File: src/rtl/mem_access_stage.sv
// MEM pipeline stage: req/gnt/rvalid data-memory port, lane steering, load extension, stall/bubble.
// Optional macro MEM_MISALIGN_TRAP_EN traps misaligned H/W accesses without issuing a request.
module mem_access_stage #(
  parameter int unsigned TIMEOUT_CYCLES = 255,
  parameter logic [31:0] ERR_DATA       = 32'hDEADBEEF
) (
  input  logic        clk,
  input  logic        rst_n,
  input  logic        MemRead_in,
  input  logic        MemWrite_in,
  input  logic [2:0]  Funct3_in,
  input  logic [31:0] ALU_Result_in,
  input  logic [31:0] WriteData_in,
  input  logic [4:0]  RdAddr_in,
  input  logic        Reg_w_in,
  input  logic        Mem_to_reg_in,
  output logic        dmem_req,
  output logic        dmem_we,
  output logic [31:0] dmem_addr,
  output logic [31:0] dmem_wdata,
  output logic [3:0]  dmem_be,
  input  logic        dmem_gnt,
  input  logic        dmem_rvalid,
  input  logic [31:0] dmem_rdata,
  output logic        stall,
  output logic        bus_err,
  output logic        misalign,
  output logic        Reg_w_out,
  output logic        Mem_to_reg_out,
  output logic [31:0] ALU_Result_out,
  output logic [31:0] MemReadData_out,
  output logic [4:0]  RdAddr_out
);

  typedef enum logic [1:0] {IDLE, WAIT_GNT, WAIT_RD, DONE} state_e;

  localparam logic [7:0] CNT_LAST = 8'(TIMEOUT_CYCLES - 1);

  state_e      state_q, state_d;
  logic [7:0]  cnt_q, cnt_d;
  logic [31:0] buf_q, buf_d;
  logic        bus_err_q, bus_err_d;
  logic        misalign_q, misalign_d;

  logic        is_b, is_h, is_unsigned, mem_op, is_store, trap;
  logic        req_c, stall_c, timeout;
  logic [1:0]  a;
  logic [7:0]  byte_sel;
  logic [15:0] half_sel;
  logic [31:0] load_ext;

  assign a           = ALU_Result_in[1:0];
  assign mem_op      = MemRead_in | MemWrite_in;
  assign is_store    = MemWrite_in;
  assign is_b        = (Funct3_in == 3'b000) || (Funct3_in == 3'b100);
  assign is_h        = (Funct3_in == 3'b001) || (Funct3_in == 3'b101);
  assign is_unsigned = Funct3_in[2] & ~Funct3_in[1];

`ifdef MEM_MISALIGN_TRAP_EN
  assign trap = mem_op & ((is_h & a[0]) | (~is_b & ~is_h & (a != 2'b00)));
`else
  assign trap = 1'b0;
`endif

  always_comb begin
    dmem_be    = 4'b1111;
    dmem_wdata = WriteData_in;
    if (is_b) begin
      dmem_be    = 4'b0001 << a;
      dmem_wdata = {4{WriteData_in[7:0]}};
    end else if (is_h) begin
      dmem_be    = 4'b0011 << {a[1], 1'b0};
      dmem_wdata = {2{WriteData_in[15:0]}};
    end
  end

  assign byte_sel = dmem_rdata[{a, 3'b000} +: 8];
  assign half_sel = a[1] ? dmem_rdata[31:16] : dmem_rdata[15:0];

  always_comb begin
    load_ext = dmem_rdata;
    if (is_b)      load_ext = {{24{byte_sel[7] & ~is_unsigned}}, byte_sel};
    else if (is_h) load_ext = {{16{half_sel[15] & ~is_unsigned}}, half_sel};
  end

  assign timeout = (cnt_q == CNT_LAST);

  always_comb begin
    state_d    = state_q;
    cnt_d      = cnt_q;
    buf_d      = buf_q;
    bus_err_d  = 1'b0;
    misalign_d = 1'b0;
    req_c      = 1'b0;
    stall_c    = 1'b0;
    unique case (state_q)
      IDLE: begin
        cnt_d = '0;
        if (mem_op) begin
          stall_c = 1'b1;
          if (trap) begin
            state_d    = DONE;
            misalign_d = 1'b1;
          end else begin
            req_c = 1'b1;
            if (dmem_gnt) state_d = is_store ? DONE : WAIT_RD;
            else          state_d = WAIT_GNT;
          end
        end
      end
      WAIT_GNT: begin
        stall_c = 1'b1;
        req_c   = 1'b1;
        if (dmem_gnt) begin
          state_d = is_store ? DONE : WAIT_RD;
          cnt_d   = cnt_q + 8'd1;
        end else if (timeout) begin
          state_d   = DONE;
          bus_err_d = 1'b1;
          if (!is_store) buf_d = ERR_DATA;
        end else begin
          cnt_d = cnt_q + 8'd1;
        end
      end
      WAIT_RD: begin
        stall_c = 1'b1;
        if (dmem_rvalid) begin
          state_d = DONE;
          buf_d   = load_ext;
        end else if (timeout) begin
          state_d   = DONE;
          bus_err_d = 1'b1;
          buf_d     = ERR_DATA;
        end else begin
          cnt_d = cnt_q + 8'd1;
        end
      end
      DONE: begin
        state_d = IDLE;
        cnt_d   = '0;
      end
      default: state_d = IDLE;
    endcase
  end

  always_ff @(posedge clk or negedge rst_n) begin
    if (!rst_n) begin
      state_q    <= IDLE;
      cnt_q      <= '0;
      buf_q      <= '0;
      bus_err_q  <= 1'b0;
      misalign_q <= 1'b0;
    end else begin
      state_q    <= state_d;
      cnt_q      <= cnt_d;
      buf_q      <= buf_d;
      bus_err_q  <= bus_err_d;
      misalign_q <= misalign_d;
    end
  end

  // Gating with rst_n drops the request and stall the instant reset asserts.
  assign dmem_req        = req_c & rst_n;
  assign stall           = stall_c & rst_n;
  assign dmem_we         = MemWrite_in;
  assign dmem_addr       = {ALU_Result_in[31:2], 2'b00};
  assign bus_err         = bus_err_q;
  assign misalign        = misalign_q;
  assign Reg_w_out       = Reg_w_in & ~stall_c & ~misalign_q;
  assign Mem_to_reg_out  = Mem_to_reg_in & ~stall_c;
  assign ALU_Result_out  = ALU_Result_in;
  assign RdAddr_out      = RdAddr_in;
  assign MemReadData_out = (state_q == DONE) ? buf_q : '0;

endmodule

File: config.mk
export PLATFORM = sky130hd
export DESIGN_NAME = mem_access_stage
export DESIGN_NICKNAME = d
export VERILOG_FILES = /design/src/rtl/mem_access_stage.sv
export SDC_FILE = /design/constraint.sdc
export NUM_CORES = 1
export LEC_CHECK = 0
export ABC_AREA = 1
export CELL_PAD_IN_SITES_DETAIL_PLACEMENT = 1
export CELL_PAD_IN_SITES_GLOBAL_PLACEMENT = 2
export CORE_UTILIZATION = 19
export DETAILED_ROUTE_END_ITERATION = 10
export PLACE_DENSITY = 0.95
export REMOVE_ABC_BUFFERS = 1
export SYNTH_ARGS = -nofsm -noshare
export SYNTH_HDL_FRONTEND = slang
export SYNTH_SLANG_ARGS = --single-unit
File: constraint.sdc
create_clock -name clk -period 2.6 [get_ports clk]
set_clock_uncertainty 0.1 [all_clocks]
set_input_delay 0.52 -clock clk [delete_from_list [all_inputs] [get_ports clk]]
set_output_delay 0.52 -clock clk [all_outputs]
set_load 0.1 [all_outputs]
==> impl_metrics.yaml, run 1 <==
timing:
  rsz0062_at_grt: "yes"
  fmax_mhz: 394
  finalCriticalPeriod_ns: 2.54
  whs_ns: 0.227
  final_max_slew_viol_count: 0
  setup_violations: 0
  relSlewSlack: 0.573
  hold_violations: 0
  finalSetupTns_ns: 0
  finalCritPeriodShare: 0.975
  tightest_slew_ns: 0.638
placement:
  port_buffers: 152
  place_area_um2: 6360
  hpwl_um: 14800
  dp_cells: 1061
  gp_congestion: 0.803
synthesis:
  yosys_warnings: 0
  synth_seq_cells: 43
  synth_edf_count: 0
  synth_cell_types: 27
  async_flop_share: 1.00
  ys_top_cells_by_area: "nand2_1, dfrtp_1, buf_4, inv_1, nand3_1"
  synth_compound_area_frac: 0.0551
  syn_inst: 704
  synth_top_family_by_area: "simple AND/OR/NAND/NOR gates"
  synth_ff_type: "dfrtp_1"
  synthAdderAreaFrac: 0.0237
  synth_area_per_cell_um2: 6.00
  synth-xor-area-share: 0.00622
  synth_top_area_cell: "nand2_1"
  yosysSeqAreaShare: 0.255
  yosys.area_share.simple: 0.406
  synth_mux_area_frac: 0
  yosysTopAreaCellShare: 0.268
  netlist_area_um2: 4230
layout:
  stdcell_area_um2: 6550
  layout-drive-gt1-share: 0.162
  final_cell_mix: "nand2_1, inv_1, buf_12, clkdlybuf4s50_1, nand3_1"
  final_core_util: 0.300
  layout_commonest_cell: "nand2_1"
  fill_cells: 2684
  final_cells: 1071
  nNetsFinal: 909
  synthToLayoutAreaGrowth_pct: 54.9
global_routing:
  antenna_found_initial: 0
  overflow: 0
  grt_pass1_vias: 4823
  grt_max_degree: 44
  grt_pass1_wl_um: 27600
  globalRouteTotalUtil: 0.161
clocking:
  cts_tree: "done"
  hold_buffers: 0
  clock_latency_ns: 0.29
  ctsLongestPathBuffers: 2
  path_clk_slew_ns: 0.07
  cts.sinks: 43
  cts_buffers: 5
  cts_root_buf: "clkbuf_16"
  htreeDepth: 2
routing:
  totalWireLength_um: 18200
  wl_met1_um: 7630
  dr.pass1.iters: 4
  drc: 0
  wl_met2_um: 8130
  vias_per_cell: 4.29
  drt_iter0_drc: 144
  route.met3.wl_um: 2000
  top_layer: "met5"
  num_vias: 4595
  ant_nets: 0
  wl_per_cell_um: 17.0
power_and_ir_drop:
  p_int_mw: 2.86
  vdd_ir_drop_max_mv: 0.287
  power.leakage_nw: 3.45
  power_frac_clock: 0.123
  seq_power_share: 0.195
  p_sw_mw: 3.20
  swShare: 0.528
  comb_power_share: 0.682
  power_density_nw_per_um2: 927
setup_path:
  critPathTopFamily: "buffers and inverters"
  cp.required_ns: 1.98
  crit_type: "in -> out"
  end_kind: "primary output"
  cp-startpoint: "Funct3_in[0]"
  critPathSlowestCell: "clkdlybuf4s50_1"
  path_buf_inv: 5
  crit_path_max_fanout: 3
  crit_arrival_ns: 1.92
  cp-start-kind: "input port"
  cpPeakStageDelay_ns: 0.58
  reg2reg_from: "cnt_q[0]$_DFFE_PN0P_"
  critPathMostFrequentCell: "inv_2"
  path_cells: "clkdlybuf4s50_1 -> inv_2 -> nor2_8 -> nand2_2 -> inv_2 -> nor2_1 -> inv_1 -> o21ai_0 -> buf_12"
floorplan:
  core_um2: 21800
  fp.dieW_um: 151
  io-pin-count: 256
  die_height_um: 151
  dieArea_um2: 22800
  start_util: 0.194
  num_rows: 54
run_status:
  status: "finished, final reports clean"
run:
  cap_violations: 0
hold_path:
  worstHoldPathType: "in -> async"
==> cell type report <==
type	instances	area [µm²]	share of cell area
tap	280	350	0.0535
clock inverter	2	35.0	0.00535
inverter	91	347	0.0529
multi-input combinational	468	2090	0.320
sequential	43	1080	0.164
timing repair buffer	180	2500	0.382
clock buffer	6	139	0.0212
antenna	1	2.50	0.000382
==> state kept, by name, summed over array words and instances, names as in the netlist <==
signal / cells
buf_q: 32
bus_err: 1
cnt_q: 8
state_q: 2
==> worst register-to-register path: stages (launching register included) <==
cell and delay [ns]:
dfrtp_1 0.39, inv_1 0.11, ha_1 0.15, inv_1 0.04
nor2_1 0.21, nand2_2 0.14, nor2_1 0.34, nand2_1 0.14
nand3_1 0.14, nor2_1 0.05, nor2_1 0.11
==> synthesized netlist by cell type, types with 3 or more instances <==
cell type	count
nand2_1	302
nand4_1	8
nand3b_1	11
nand3_1	44
dfrtp_1	43
a21oi_1	14
inv_1	88
nor2_1	34
buf_4	81
buf_2	11
ha_1	8
clkbuf_1	10
o21ai_0	28
nand2_2	3
==> path summary, 6_finish.rpt <==
path                       slack, ns  cells past startpoint                     to
hold reg to reg                 0.38                      2  buf_q[13]$_DFFE_PN0P_
min in group clk                0.38                      2  buf_q[13]$_DFFE_PN0P_
max in group asynchronous       1.75                      2  buf_q[10]$_DFFE_PN0P_
setup / recovery                0.06                      9             dmem_be[1]
setup reg to reg                0.61                     10   cnt_q[7]$_DFFE_PN0P_
hold / removal                  0.23                      2      bus_err$_DFF_PN0_
==> cells by family (layout without fill, tap and decap cells) <==
group	Yosys count	in the layout
AND/OR/NAND/NOR	409	409
other	1	4
adder cells (fa/ha/maj)	8	8
XOR/XNOR	3	3
flip-flops	43	43
buffers and inverters	195	279
AO/OA/AOI/OAI	45	45
==> layer usage <==
layer | vias to the layer above | global-route usage
met4 | 4 | 0.0385
li1 | 2222 | -
met1 | 2139 | 0.193
met3 | 22 | 0.0774
met2 | 208 | 0.251
met5 | - | 0.0545
==> what timing repair did <==
item	CTS	global route
endpoints found under the hold margin	0	0
buffers inserted	0	1
endpoints found under the setup margin	0	6
resized for setup	0	4
==> power groups by stage <==
| stage | Combinational, mW | Clock (mW) | Sequential, mW |
|---|---|---|---|
| finish | 4.14 | 0.747 | 1.18 |
| CTS | 4.15 | 0.767 | 1.19 |
| floorplan | 2.53 | 0 | 1.14 |
| global placement | 4.07 | 0 | 1.19 |
| global route | 4.44 | 0.777 | 1.23 |
| detailed placement | 4.14 | 0 | 1.20 |
==> through the flow <==
step	setup WS [ns]	total power, mW
after floorplan	-0.709	3.67
after global placement	0.0359	5.25
after detailed placement	0.00965	5.33
after CTS	0.00457	6.10
after global routing	-0.0103	6.45
final	0.0649	6.07
Note: power is estimated with default switching activity, not from simulation.
==> run 2, diff against run 1 <==
--- a/config.mk
+++ b/config.mk
@@ -12,6 +12,7 @@
 export DETAILED_ROUTE_END_ITERATION = 10
 export PLACE_DENSITY = 0.95
 export REMOVE_ABC_BUFFERS = 1
+export SETUP_SLACK_MARGIN = 0.15
 export SYNTH_ARGS = -nofsm -noshare
 export SYNTH_HDL_FRONTEND = slang
 export SYNTH_SLANG_ARGS = --single-unit
==> run 2 against run 1 <==
Compared with the run above: maximum frequency increased by 6.1%; power about the same; routed wire length increased by 0.62%; combinational power about the same; final cell count about the same; hold slack got worse by 0.0022 ns.
==> impl_metrics.yaml, run 2 (synthesis gave the netlist of run 1 again) <==
run_status:
  status: "finished, final reports clean"
layout:
  ff_latch_area_um2: 1080
  layout_commonest_cell: "nand2_1"
  fill_cells: 2681
  largest_reg_flops: 32
  layout-drive-gt1-share: 0.168
  final_cells: 1070
  top_register: "buf_q"
  nNetsFinal: 909
  stdcell_area_um2: 6570
  synthToLayoutAreaGrowth_pct: 55.5
  antenna_cells: 0
  largestRegisters: "buf_q (32), cnt_q (8), state_q (2)"
  final_cell_mix: "nand2_1, inv_1, buf_12, clkdlybuf4s50_1"
  multi_input_area_um2: 2110
clocking:
  cts_tree: "done"
  ctsLongestPathBuffers: 2
  clock_latency_ns: 0.29
  cts_buffers: 5
  cts_root_buf: "clkbuf_16"
  path_clk_slew_ns: 0.07
  cts.sinks: 43
  hold_buffers: 0
  htreeDepth: 2
setup_path:
  reg2reg_from: "cnt_q[0]$_DFFE_PN0P_"
  end_kind: "primary output"
  crit_arrival_ns: 1.77
  cp.required_ns: 1.98
  path_cells: "dlygate4sd2_1 -> inv_1 -> nor2_8 -> nand2_2 -> inv_2 -> nor2_2 -> inv_1 -> o21ai_1 -> bufbuf_16"
  crit_type: "in -> out"
  r2r_end: "cnt_q[7]$_DFFE_PN0P_"
  cp-start-kind: "input port"
  critPathMostFrequentCell: "inv_1"
  critPathSlowestCell: "bufbuf_16"
  rr_worst_depth: 10
  reg2reg_slack_ns: 0.61
  cpPeakStageDelay_ns: 0.33
  crit_path_max_fanout: 3
floorplan:
  num_rows: 54
  fp.dieW_um: 151
  dieArea_um2: 22800
  core_um2: 21800
  start_util: 0.194
  io-pin-count: 256
  die_height_um: 151
global_routing:
  grtUsageMet2: 0.253
  grtUsageMet3: 0.0777
  grt_max_degree: 44
  grt_pass1_wl_um: 27700
  globalRouteTotalUtil: 0.161
  antenna_found_initial: 0
  grt_util_met1: 0.193
  gr-max-usage-layer: "met2"
  overflow: 0
  grt_pass1_vias: 4857
timing:
  setup_violations: 0
  relSlewSlack: 0.589
  hold_violations: 0
  finalCriticalPeriod_ns: 2.39
  finalCritPeriodShare: 0.919
  fmax_mhz: 418
  final_max_slew_viol_count: 0
  rsz0062_at_grt: "no"
  tightest_slew_ns: 0.615
power_and_ir_drop:
  power.leakage_nw: 3.46
  total_power_mw: 6.07
  vdd_ir_drop_max_mv: 0.284
  power_density_nw_per_um2: 923
routing:
  drt_iter0_drc: 124
  dr.pass1.iters: 4
  totalWireLength_um: 18300
  wl_per_cell_um: 17.1
  num_vias: 4607
  ant_nets: 0
  vias_per_cell: 4.31
  drc: 0
placement:
  dp_cells: 1061
  port_buffers: 152
  place_area_um2: 6360
  hpwl_um: 14800
  gp_congestion: 0.803
run:
  cap_violations: 0
hold_path:
  worstHoldPathType: "in -> async"
run 2: cell types whose count changed in the layout (fill, tap and decap cells not counted), moves of 2 or more:
cell             previous run  this run
buf_4                      27        25
buf_6                       0         2
clkdlybuf4s50_1            74        72
dlygate4sd2_1               0         3
inv_1                      87        85
inv_2                       3         5
nor2_1                     33        31
run 2: repair_timing:
action / 4_1_cts / 5_1_grt
resized for setup: 14 / 2
setup buffers: 1 / 0
endpoints found under the hold margin: 0 / 0
endpoints found under the setup margin: 28 / 4
pin swaps: 2 / 1
run 2: worst max-delay path by stage:
stage / start / endpoint / slack, ns / cells after the start
floorplan: ALU_Result_in[1] / dmem_be[2] / -0.71 / 2
global placement: Funct3_in[0] / dmem_be[1] / 0.04 / 9
detailed placement: Funct3_in[0] / dmem_be[1] / 0.01 / 9
CTS: state_q[1]$_DFFE_PN0P_ / stall / 0.15 / 7
global route: state_q[0]$_DFFE_PN0P_ / MemReadData_out[14] / 0.15 / 5
finish: Funct3_in[0] / dmem_be[1] / 0.21 / 9
run 2: layout make-up:
type / instances / share of cell area
timing repair buffer: 180 / 0.383
multi-input combinational: 468 / 0.321
sequential: 43 / 0.164
tap: 280 / 0.0533
inverter: 91 / 0.0527
clock buffer: 6 / 0.0211
clock inverter: 2 / 0.00533
run 2: through the flow:
| stage | TNS [ns] | util | setup slack, ns | hold WS [ns] |
|---|---|---|---|---|
| final | 0 | 0.301 | 0.210 | 0.224 |
| after global placement | 0 | 0.291 | 0.0359 | 0.364 |
| after global routing | 0 | 0.301 | 0.152 | 0.299 |
| after floorplan | -7.48 | - | -0.709 | 0.124 |
| after CTS | 0 | 0.301 | 0.154 | 0.265 |
| after detailed placement | 0 | 0.291 | 0.00965 | 0.366 |
run 2: report_power, final:
part	switching, mW	leakage (nW)	total, mW	internal [mW]
clock	0.271	0.0868	0.749	0.478
sequential	0.199	0.530	1.19	0.987
combinational	2.74	2.85	4.13	1.39
run 2: metal layers:
layer	wire length, µm	vias up
li1	-	2219
met1	7660	2140
met2	8200	218
met3	2020	26
met4	270	4
met5	126	-
run 2: worst max-delay path, delay by kind of cell:
kind	cells	cell delay, ns
AO/OA/AOI/OAI	1	0.08
AND/OR/NAND/NOR	3	0.24
buffers and inverters	5	0.92
==> run 3, diff against run 2 <==
--- a/config.mk
+++ b/config.mk
@@ -9,6 +9,7 @@
 export CELL_PAD_IN_SITES_DETAIL_PLACEMENT = 1
 export CELL_PAD_IN_SITES_GLOBAL_PLACEMENT = 2
 export CORE_UTILIZATION = 19
+export CTS_BUF_LIST = sky130_fd_sc_hd__clkbuf_2
 export DETAILED_ROUTE_END_ITERATION = 10
 export PLACE_DENSITY = 0.95
 export REMOVE_ABC_BUFFERS = 1
==> run 3 against run 2 <==
Compared with the run above: first-iteration DRC count rose by 15%; setup slack lost 0.067 ns; largest cell class unchanged; via count up 1.7%; die area is the same; critical path depth decreased by 2; critical endpoint is now stall; register-to-register slack got worse by 0.06 ns; global-route usage up 0.31 points; maximum frequency is 2.7% lower; sequential share of layout area shrank 0.20 points; sequential cell count is the same.
==> impl_metrics.yaml, run 3 (synthesis gave the netlist of run 1 again) <==
run_status:
  status: "finished, final reports clean"
power_and_ir_drop:
  vdd_ir_drop_max_mv: 0.310
  comb_power_share: 0.741
  power_density_nw_per_um2: 914
  p_int_mw: 2.75
  power_frac_clock: 0.066
  power.leakage_nw: 3.45
  seq_power_share: 0.193
  swShare: 0.548
  p_sw_mw: 3.33
clocking:
  htreeDepth: 2
  cts_root_buf: "clkbuf_2"
  path_clk_slew_ns: 0.27
  cts_buffers: 5
  cts.sinks: 43
  cts_tree: "done"
  clock_latency_ns: 0.43
  ctsLongestPathBuffers: 2
setup_path:
  worstSetupEndpoint: "stall"
  rr_worst_depth: 10
  end_kind: "primary output"
  crit_type: "reg -> out"
  r2r_end: "buf_q[23]$_DFFE_PN0P_"
  crit_arrival_ns: 1.84
  cp.required_ns: 1.98
  reg2reg_from: "state_q[0]$_DFFE_PN0P_"
  reg2reg_slack_ns: 0.55
  cp-startpoint: "state_q[1]$_DFFE_PN0P_"
  cp-start-kind: "register"
  crit_path_max_fanout: 2
floorplan:
  num_rows: 54
  dieArea_um2: 22800
  start_util: 0.194
  core_um2: 21800
  io-pin-count: 256
  fp.dieW_um: 151
  die_height_um: 151
routing:
  dr.pass1.iters: 4
  totalWireLength_um: 18900
  wl_per_cell_um: 17.5
  ant_nets: 0
  drt_iter0_drc: 143
  vias_per_cell: 4.34
  num_vias: 4686
  drc: 0
timing:
  tightest_slew_ns: 0.631
  final_max_slew_viol_count: 0
  finalCritPeriodShare: 0.945
  fmax_mhz: 407
  hold_violations: 0
  worst_slack_ns: 0.143
  rsz0062_at_grt: "yes"
  whs_ns: 0.0389
  finalCriticalPeriod_ns: 2.46
  relSlewSlack: 0.578
  setup_violations: 0
layout:
  largestRegisters: "buf_q (32), cnt_q (8), state_q (2)"
  fill_cells: 2683
  layout_commonest_cell: "nand2_1"
  synthToLayoutAreaGrowth_pct: 57.5
  largest_reg_flops: 32
  layout-drive-gt1-share: 0.203
  final_cell_mix: "nand2_1, buf_12, inv_1, clkdlybuf4s50_1"
  stdcell_area_um2: 6660
  final_core_util: 0.305
  ff_latch_area_um2: 1080
  multi_input_area_um2: 2190
  final_cells: 1080
  nNetsFinal: 918
  top_register: "buf_q"
placement:
  gp_congestion: 0.803
  dp_cells: 1061
  place_area_um2: 6360
  port_buffers: 152
  hpwl_um: 14800
  preCtsSetupSlack_ns: 0.00965
run:
  cap_violations: 0
global_routing:
  overflow: 0
  globalRouteTotalUtil: 0.164
  grt_pass1_wl_um: 28100
  grt_max_degree: 44
  antenna_found_initial: 1
  grt_pass1_vias: 4971
hold_path:
  worstHoldPathType: "in -> async"
==> run 3: repair_timing <==
| item | 4_1_cts | 5_1_grt |
|---|---|---|
| cloned | 0 | 2 |
| endpoints found under the setup margin | 63 | 36 |
| hold buffers | 0 | 0 |
| pin swaps | 2 | 2 |
| endpoints found under the hold margin | 0 | 0 |
| setup buffers | 7 | 1 |
| resized for setup | 27 | 22 |
==> run 3: metrics by stage <==
| stage | TNS, ns | total power, mW |
|---|---|---|
| 2_1_floorplan | -7.48 | 3.67 |
| 3_3_place_gp | 0 | 5.25 |
| 3_5_place_dp | 0 | 5.33 |
| 4_1_cts | 0 | 5.92 |
| 5_1_grt | 0 | 6.46 |
| 6_report | 0 | 6.08 |
==> run 3: power groups by stage <==
stage	Sequential (mW)	Combinational [mW]	Clock [mW]
CTS	1.17	4.33	0.413
global placement	1.19	4.07	0
global route	1.22	4.81	0.427
floorplan	1.14	2.53	0
finish	1.17	4.51	0.399
detailed placement	1.20	4.14	0
==> run 3: how the worst min path moves through the flow <==
stage / cells after the start / endpoint / slack, ns
after global routing: 2 / bus_err$_DFF_PN0_ / 0.06
final: 2 / buf_q[5]$_DFFE_PN0P_ / 0.04
after CTS: 2 / bus_err$_DFF_PN0_ / 0.04
after global placement: 2 / buf_q[17]$_DFFE_PN0P_ / 0.36
after detailed placement: 2 / buf_q[5]$_DFFE_PN0P_ / 0.37
after floorplan: 0 / buf_q[0]$_DFFE_PN0P_ / 0.12
==> run 3: layout make-up <==
type	instances	area share
diodes	1	0.000376
clock inverters	3	0.00583
clock buffers	5	0.00376
inverters	91	0.0521
flip-flops and latches	43	0.162
multi-input cells	468	0.329
repair buffers	189	0.395
well taps	280	0.0526
==> run 3: layer usage <==
metal | global-route usage | share of wire | vias to the layer above
li1 | - | - | 2239
met1 | 0.194 | 0.41 | 2185
met2 | 0.254 | 0.45 | 228
met3 | 0.0792 | 0.11 | 30
met4 | 0.0535 | 0.024 | 4
met5 | 0.0545 | 0.0067 | -
==> run 3: worst max-delay path, stage by stage (launching register included) <==
cell and delay, ns:
dfrtp_1 0.46, buf_6 0.13, buf_6 0.11, ha_4 0.15, a21oi_4 0.12, inv_1 0.07, nor2_2 0.16, buf_12 0.19
